## config.mk

```make
export PLATFORM = sky130hd
export DESIGN_NAME = handshake_pack_upsizer
export DESIGN_NICKNAME = d
export VERILOG_FILES = /design/src/rtl/handshake_pack_upsizer_pkg.sv /design/src/rtl/handshake_pack_upsizer_pack_out_slice.sv /design/src/rtl/handshake_pack_upsizer.sv
export SDC_FILE = /design/constraint.sdc
export NUM_CORES = 1
export LEC_CHECK = 0
export CORE_MARGIN = 1.5
export CORE_UTILIZATION = 45
export DETAILED_ROUTE_END_ITERATION = 12
export PLACE_DENSITY = 0.69
export SLEW_MARGIN = 20
export SYNTH_ARGS = -nofsm -noshare
export SYNTH_HDL_FRONTEND = slang
export SYNTH_SLANG_ARGS = --single-unit
```

## constraint.sdc

```tcl
create_clock -name clk -period 2.6 [get_ports clk]
set_input_delay 0.78 -clock clk [delete_from_list [all_inputs] [get_ports clk]]
set_output_delay 0.78 -clock clk [all_outputs]
set_load 0.02 [all_outputs]
```

## src/rtl/handshake_pack_upsizer_pkg.sv

```systemverilog
// Shared constants and lane-decode helpers for the 32-bit beat packer.
package handshake_pack_upsizer_pkg;

  // Input beat width; fixed for the whole handshake chain.
  localparam int unsigned DATA_W    = 32;
  // Widest supported word, in beats; the helpers decode into this many lanes.
  localparam int unsigned MAX_RATIO = 16;
  localparam int unsigned MAX_CNT_W = $clog2(MAX_RATIO);

  typedef logic [MAX_RATIO-1:0] lane_vec_t;

  // Low (cnt+1) bits set: the lanes filled once beat number cnt is written.
  function automatic lane_vec_t keep_mask(input logic [MAX_CNT_W-1:0] cnt);
    lane_vec_t mask;
    mask = '0;
    for (int unsigned i = 0; i < MAX_RATIO; i++) begin
      mask[i] = (i <= 32'(cnt));
    end
    return mask;
  endfunction

  // One-hot lane select: the lane that beat number cnt is written into.
  function automatic lane_vec_t lane_sel(input logic [MAX_CNT_W-1:0] cnt);
    lane_vec_t sel;
    sel = '0;
    for (int unsigned i = 0; i < MAX_RATIO; i++) begin
      sel[i] = (i == 32'(cnt));
    end
    return sel;
  endfunction

endpackage

```

## src/rtl/handshake_pack_upsizer_pack_out_slice.sv

```systemverilog
// Registered output stage of the packer: holds the packed word, its keep
// mask and last flag, and the valid bit with load / hold / clear behaviour.
module pack_out_slice
  import handshake_pack_upsizer_pkg::*;
#(
  parameter int unsigned RATIO = 4
) (
  input  logic                    clk,
  input  logic                    rst_n,
  input  logic                    load_i,
  input  logic [DATA_W*RATIO-1:0] word_i,
  input  logic [RATIO-1:0]        keep_i,
  input  logic                    last_i,
  input  logic                    ready_i,
  output logic                    valid_o,
  output logic [DATA_W*RATIO-1:0] data_o,
  output logic [RATIO-1:0]        keep_o,
  output logic                    last_o
);

  logic                    valid_q, valid_d;
  logic [DATA_W*RATIO-1:0] data_q, data_d;
  logic [RATIO-1:0]        keep_q, keep_d;
  logic                    last_q, last_d;

  // Next-state: a load wins over a clear, so a word taken in the same cycle a
  // new one closes is replaced without a bubble. load_i is only raised when
  // the upstream beat was accepted, which already implies the held word is
  // gone or absent, so the overwrite never loses a word.
  always_comb begin
    // NOTE: every signal gets a default first so no path leaves it unassigned
    // and no latch is inferred.
    valid_d = valid_q;
    data_d  = data_q;
    keep_d  = keep_q;
    last_d  = last_q;
    if (load_i) begin
      valid_d = 1'b1;
      data_d  = word_i;
      keep_d  = keep_i;
      last_d  = last_i;
    end else if (ready_i) begin
      valid_d = 1'b0;
    end
  end

  // Output registers; payload holds while the word waits for the consumer.
  always_ff @(posedge clk or negedge rst_n) begin
    if (!rst_n) begin
      valid_q <= 1'b0;
      data_q  <= '0;
      keep_q  <= '0;
      last_q  <= 1'b0;
    end else begin
      // NOTE: non-blocking assignments so every register samples the
      // pre-edge values, independent of statement order.
      valid_q <= valid_d;
      data_q  <= data_d;
      keep_q  <= keep_d;
      last_q  <= last_d;
    end
  end

  assign valid_o = valid_q;
  assign data_o  = data_q;
  assign keep_o  = keep_q;
  assign last_o  = last_q;

endmodule

```

## src/rtl/handshake_pack_upsizer.sv

```systemverilog
// Packs RATIO consecutive 32-bit valid/ready beats into one wide word, lane 0
// first. s_last closes a partial word early; m_keep marks the filled lanes.
module handshake_pack_upsizer
  import handshake_pack_upsizer_pkg::*;
#(
  parameter int unsigned RATIO = 4
) (
  input  logic                    clk,
  input  logic                    rst_n,
  input  logic                    s_valid,
  input  logic [DATA_W-1:0]       s_data,
  input  logic                    s_last,
  output logic                    s_ready,
  output logic                    m_valid,
  output logic [DATA_W*RATIO-1:0] m_data,
  output logic [RATIO-1:0]        m_keep,
  output logic                    m_last,
  input  logic                    m_ready
);

  localparam int unsigned      CNT_W     = $clog2(RATIO);
  localparam int unsigned      WORD_W    = DATA_W * RATIO;
  localparam logic [CNT_W-1:0] LAST_LANE = CNT_W'(RATIO - 1);

  logic [CNT_W-1:0]  cnt_q, cnt_d;
  logic [WORD_W-1:0] acc_q, acc_d;
  logic              s_fire;
  logic              closing;
  logic [RATIO-1:0]  lane_hit;
  logic [RATIO-1:0]  word_keep;
  logic [WORD_W-1:0] word;

  // Ready depends only on the output register state and the consumer, never
  // on s_valid, so there is no combinational loop through the upstream stage.
  assign s_ready = ~m_valid | m_ready;
  assign s_fire  = s_valid & s_ready;
  assign closing = (cnt_q == LAST_LANE) | s_last;

  assign lane_hit  = RATIO'(lane_sel(MAX_CNT_W'(cnt_q)));
  assign word_keep = RATIO'(keep_mask(MAX_CNT_W'(cnt_q)));

  // Word presented to the output slice: lanes below cnt from the
  // accumulator, lane cnt from the incoming beat, lanes above cnt zero.
  always_comb begin
    word = '0;
    for (int unsigned k = 0; k < RATIO; k++) begin
      if (word_keep[k]) begin
        word[k*DATA_W +: DATA_W] = lane_hit[k] ? s_data : acc_q[k*DATA_W +: DATA_W];
      end
    end
  end

  // Packer next-state: fill one lane per non-closing beat, restart on close.
  always_comb begin
    cnt_d = cnt_q;
    acc_d = acc_q;
    if (s_fire) begin
      if (closing) begin
        cnt_d = '0;
        acc_d = '0;
      end else begin
        cnt_d = cnt_q + CNT_W'(1);
        for (int unsigned k = 0; k < RATIO; k++) begin
          if (lane_hit[k]) begin
            acc_d[k*DATA_W +: DATA_W] = s_data;
          end
        end
      end
    end
  end

  // Packer state: beat counter and partial-word accumulator.
  always_ff @(posedge clk or negedge rst_n) begin
    if (!rst_n) begin
      cnt_q <= '0;
      // NOTE: the wide accumulator is reset on purpose: a reset mid-word must
      // discard the partial data, and the word mux never sees stale lanes.
      acc_q <= '0;
    end else begin
      cnt_q <= cnt_d;
      acc_q <= acc_d;
    end
  end

  pack_out_slice #(
    .RATIO (RATIO)
  ) u_out (
    .clk     (clk),
    .rst_n   (rst_n),
    .load_i  (s_fire & closing),
    .word_i  (word),
    .keep_i  (word_keep),
    .last_i  (s_last),
    .ready_i (m_ready),
    .valid_o (m_valid),
    .data_o  (m_data),
    .keep_o  (m_keep),
    .last_o  (m_last)
  );

endmodule

```

==> results of run 1 <==
-- layout by cell type, fill, tap and decap left out, drive strengths merged, types with 19 or more instances in the layout --
cell	count
dfrtp	251
clkdlybuf4s50	169
mux2	148
a22o	96
nand2	59
buf	56
nor2	55
mux2i	52
o21ai	48
clkbuf	40
o31ai	34
and2	19
-- metal layers --
layer / GRT usage, % / share of wire, % / vias up
li1: - / - / 3483
met1: 32.0 / 45 / 3929
met2: 35.9 / 48 / 209
met3: 3.70 / 5.5 / 35
met4: 5.27 / 1.7 / 0
met5: 0 / 0 / -
-- sequential cells by signal, indices dropped and copies added, names as in the netlist --
signal         count
u_out.valid_o      1
u_out.data_o     128
u_out.keep_o       4
u_out.last_o       1
cnt_q              2
acc_q            115
-- cell type report --
| type | count | area [um2] |
|---|---|---|
| clock inverters | 9 | 80.1 |
| inverters | 4 | 15.0 |
| repair buffers | 226 | 2350 |
| flip-flops and latches | 251 | 6280 |
| fillers | 2000 | 9830 |
| clock buffers | 40 | 764 |
| well taps | 324 | 405 |
| multi-input cells | 534 | 4380 |
-- final timing paths --
| kind | from | to | slack [ps] | cells after the start |
|---|---|---|---|---|
| max | m_ready | s_ready | 100 | 4 |
| min | rst_n | u_out.data_o[68] | 200 | 1 |
| max reg2reg | cnt_q[0] | acc_q[88] | 430 | 4 |
| min reg2reg | u_out.keep_o[0] | u_out.keep_o[0] | 480 | 1 |
| max in group asynchronous | rst_n | acc_q[84] | 1720 | 2 |
| min in group clk | u_out.keep_o[0] | u_out.keep_o[0] | 480 | 1 |
-- critical path, cell delays in order --
cell             delay (ps)
clkdlybuf4s50_1         500
nor2b_4                  50
inv_2                    50
dlygate4sd2_1           340
-- metrics by stage --
stage | total power [mW] | util (%)
2_1_floorplan | 7.98 | -
3_3_place_gp | 10.2 | 55.7
3_5_place_dp | 10.2 | 55.7
4_1_cts | 13.9 | 59.2
5_1_grt | 14.5 | 59.2
6_report | 13.8 | 59.2
-- logic make-up after synthesis --
kind of cell,Yosys count,share of synthesized area (%)
flip-flops,251,57.2
multiplexers,200,19.9
AO/OA/AOI/OAI,185,12.7
AND/OR/NAND/NOR,143,5.61
buffers and inverters,96,3.92
adder cells (fa/ha/maj),6,0.683
-- power by group through the flow --
stage          clock, mW  combinational [mW]  sequential (mW)
6_report            3.69                4.84             5.29
3_3_place_gp           0                4.81             5.34
3_5_place_dp           0                4.88             5.36
5_1_grt             3.90                5.18             5.42
2_1_floorplan          0                2.06             5.92
4_1_cts             3.75                4.90             5.30
==> flow_metrics.env, run 1 <==
export IMPL_portBuffers=171
export IMPL_fin_setup_tns_ps=0
export IMPL_max_freq_mhz=400
export IMPL_post_cts_setup_buffer_count=0
export IMPL_synth_most_common_cell="dfrtp_1"
export IMPL_finish_instance_area_mm2=0.0143
export IMPL_ys_seq_area_share_pct=57.2
export IMPL_cts_buffer_depth=3
export IMPL_antenna_cells=0
export IMPL_fin_skew_ps=8.95
export IMPL_synthCells=881
export IMPL_synth_seq_cells=251
export IMPL_yosys_top_cells_count="dfrtp_1 (251), mux2_1 (112), a22o_1 (96), nand2_1 (59), nor2_1 (55)"
export IMPL_initialDrtViolationCount=362
export IMPL_drv_cap=0
export IMPL_first_global_vias=7865
export IMPL_crit_path_end_kind="primary output"
export IMPL_grt_max_degree=69
export IMPL_cellPowerDensity_mw_per_mm2=968
export IMPL_share_seq_of_total_power_pct=38.3
export IMPL_holdBufCountCts=0
export IMPL_syn_num_nets=924
export IMPL_internal_power_mw=9.29
export IMPL_die_w_um=159
export IMPL_p_leak_nw=6.50
export IMPL_critical_path_max_fanout=2
export IMPL_ctsResizeCount=1
export IMPL_num_rows=57
export IMPL_antenna_found_initial=0
export IMPL_async_flop_share_pct=100
export IMPL_hold_path_class="input port to async pin"
export IMPL_synth_edf_count=0
export IMPL_cp_start_kind="input port"
export IMPL_cts_made_buffers=27
export IMPL_routed_via_density=5.52
export IMPL_routed_wl_um=27900
export IMPL_ys_flop_type="dfrtp_1"
export IMPL_clk_latency_ps=530
export IMPL_postSynthAreaPerCell_um2=12.5
export IMPL_max_slew_margin_pct=27.0
export IMPL_die_area_mm2=0.0254
export IMPL_rsz0062_at_grt="false"
export IMPL_status="finished, final reports clean"
export IMPL_slew_viol_final=0
export IMPL_start_util_pct=45.6
export IMPL_wire_per_inst_um=20.1
export IMPL_synth_area_mm2=0.0110
export IMPL_die_h_um=159
export IMPL_ant_nets=0
export IMPL_cts_root_buf="clkbuf_16"
export IMPL_cts_tree="done"
export IMPL_fin_cells=1388
export IMPL_min_period_over_period_pct=96.2
export IMPL_worstPathRequired_ps=1820
export IMPL_gp_congestion=0.797
export IMPL_yosysTopAreaCellShare_pct=57.2
export IMPL_synthToLayoutAreaGrowth_pct=29.9
export IMPL_worst_slew_pin_slew_ps=1090
export IMPL_drive_above_1_share_pct=13.9
export IMPL_drt_pass1_iterations=5
export IMPL_core_area_mm2=0.0241
export IMPL_dpl_instance_area_mm2=0.0134
export IMPL_drc_errors=0
export IMPL_cts_clk_slew_worst_paths_ps=60
export IMPL_yosys_warnings=0
export IMPL_dp_hpwl_um=18300
export IMPL_ioPinCount=172
export IMPL_placed_cells_incl_taps=1339
export IMPL_crit_arrival_ps=1720
export IMPL_cts_sinks=251
export IMPL_grt_pass1_wl_um=45600
export IMPL_synthTopCellsByArea="dfrtp_1 (57%), mux2_1 (11%), a22o_1 (7.7%), mux2i_1 (4.7%), mux2_2 (3.7%)"
export IMPL_setup_viol=0
export IMPL_place_ws_ps=-162
export IMPL_vias=7656
export IMPL_p_switching_mw=4.53
export IMPL_p_comb_share_pct=35.0
export IMPL_synth_distinct_cells=28
export IMPL_yosysTopAreaCell="dfrtp_1"
export IMPL_hold_viol_final=0
export IMPL_min_period_ps=2500
export IMPL_final_nets=1087
export IMPL_track_usage_pct=22.4
export IMPL_finalHoldWorstSlack_ps=205
export IMPL_p_clk_share_pct=26.7
export IMPL_p_sw_share_pct=32.8
export IMPL_path_class="input port to primary output"
export IMPL_setup_slack_ps=99.4
export IMPL_peakVddDrop_mv=0.558
export IMPL_grt_overflow_total=0
export IMPL_htree_levels=1
(Power assumes the default switching activity.)
==> run 2: changes to the inputs <==
--- a/config.mk
+++ b/config.mk
@@ -13,3 +13,4 @@
 export SYNTH_ARGS = -nofsm -noshare
 export SYNTH_HDL_FRONTEND = slang
 export SYNTH_SLANG_ARGS = --single-unit
+export TNS_END_PERCENT = 10
==> results of run 2 <==
Final layout, timing and power as in run 1 (identical DEF).
==> run 3: changes to the inputs <==
--- a/config.mk
+++ b/config.mk
@@ -9,6 +9,7 @@
 export CORE_UTILIZATION = 45
 export DETAILED_ROUTE_END_ITERATION = 12
 export PLACE_DENSITY = 0.69
+export SETUP_SLACK_MARGIN = 0.05
 export SLEW_MARGIN = 20
 export SYNTH_ARGS = -nofsm -noshare
 export SYNTH_HDL_FRONTEND = slang
==> results of run 3 <==
Final layout, timing and power as in run 1 (identical DEF).
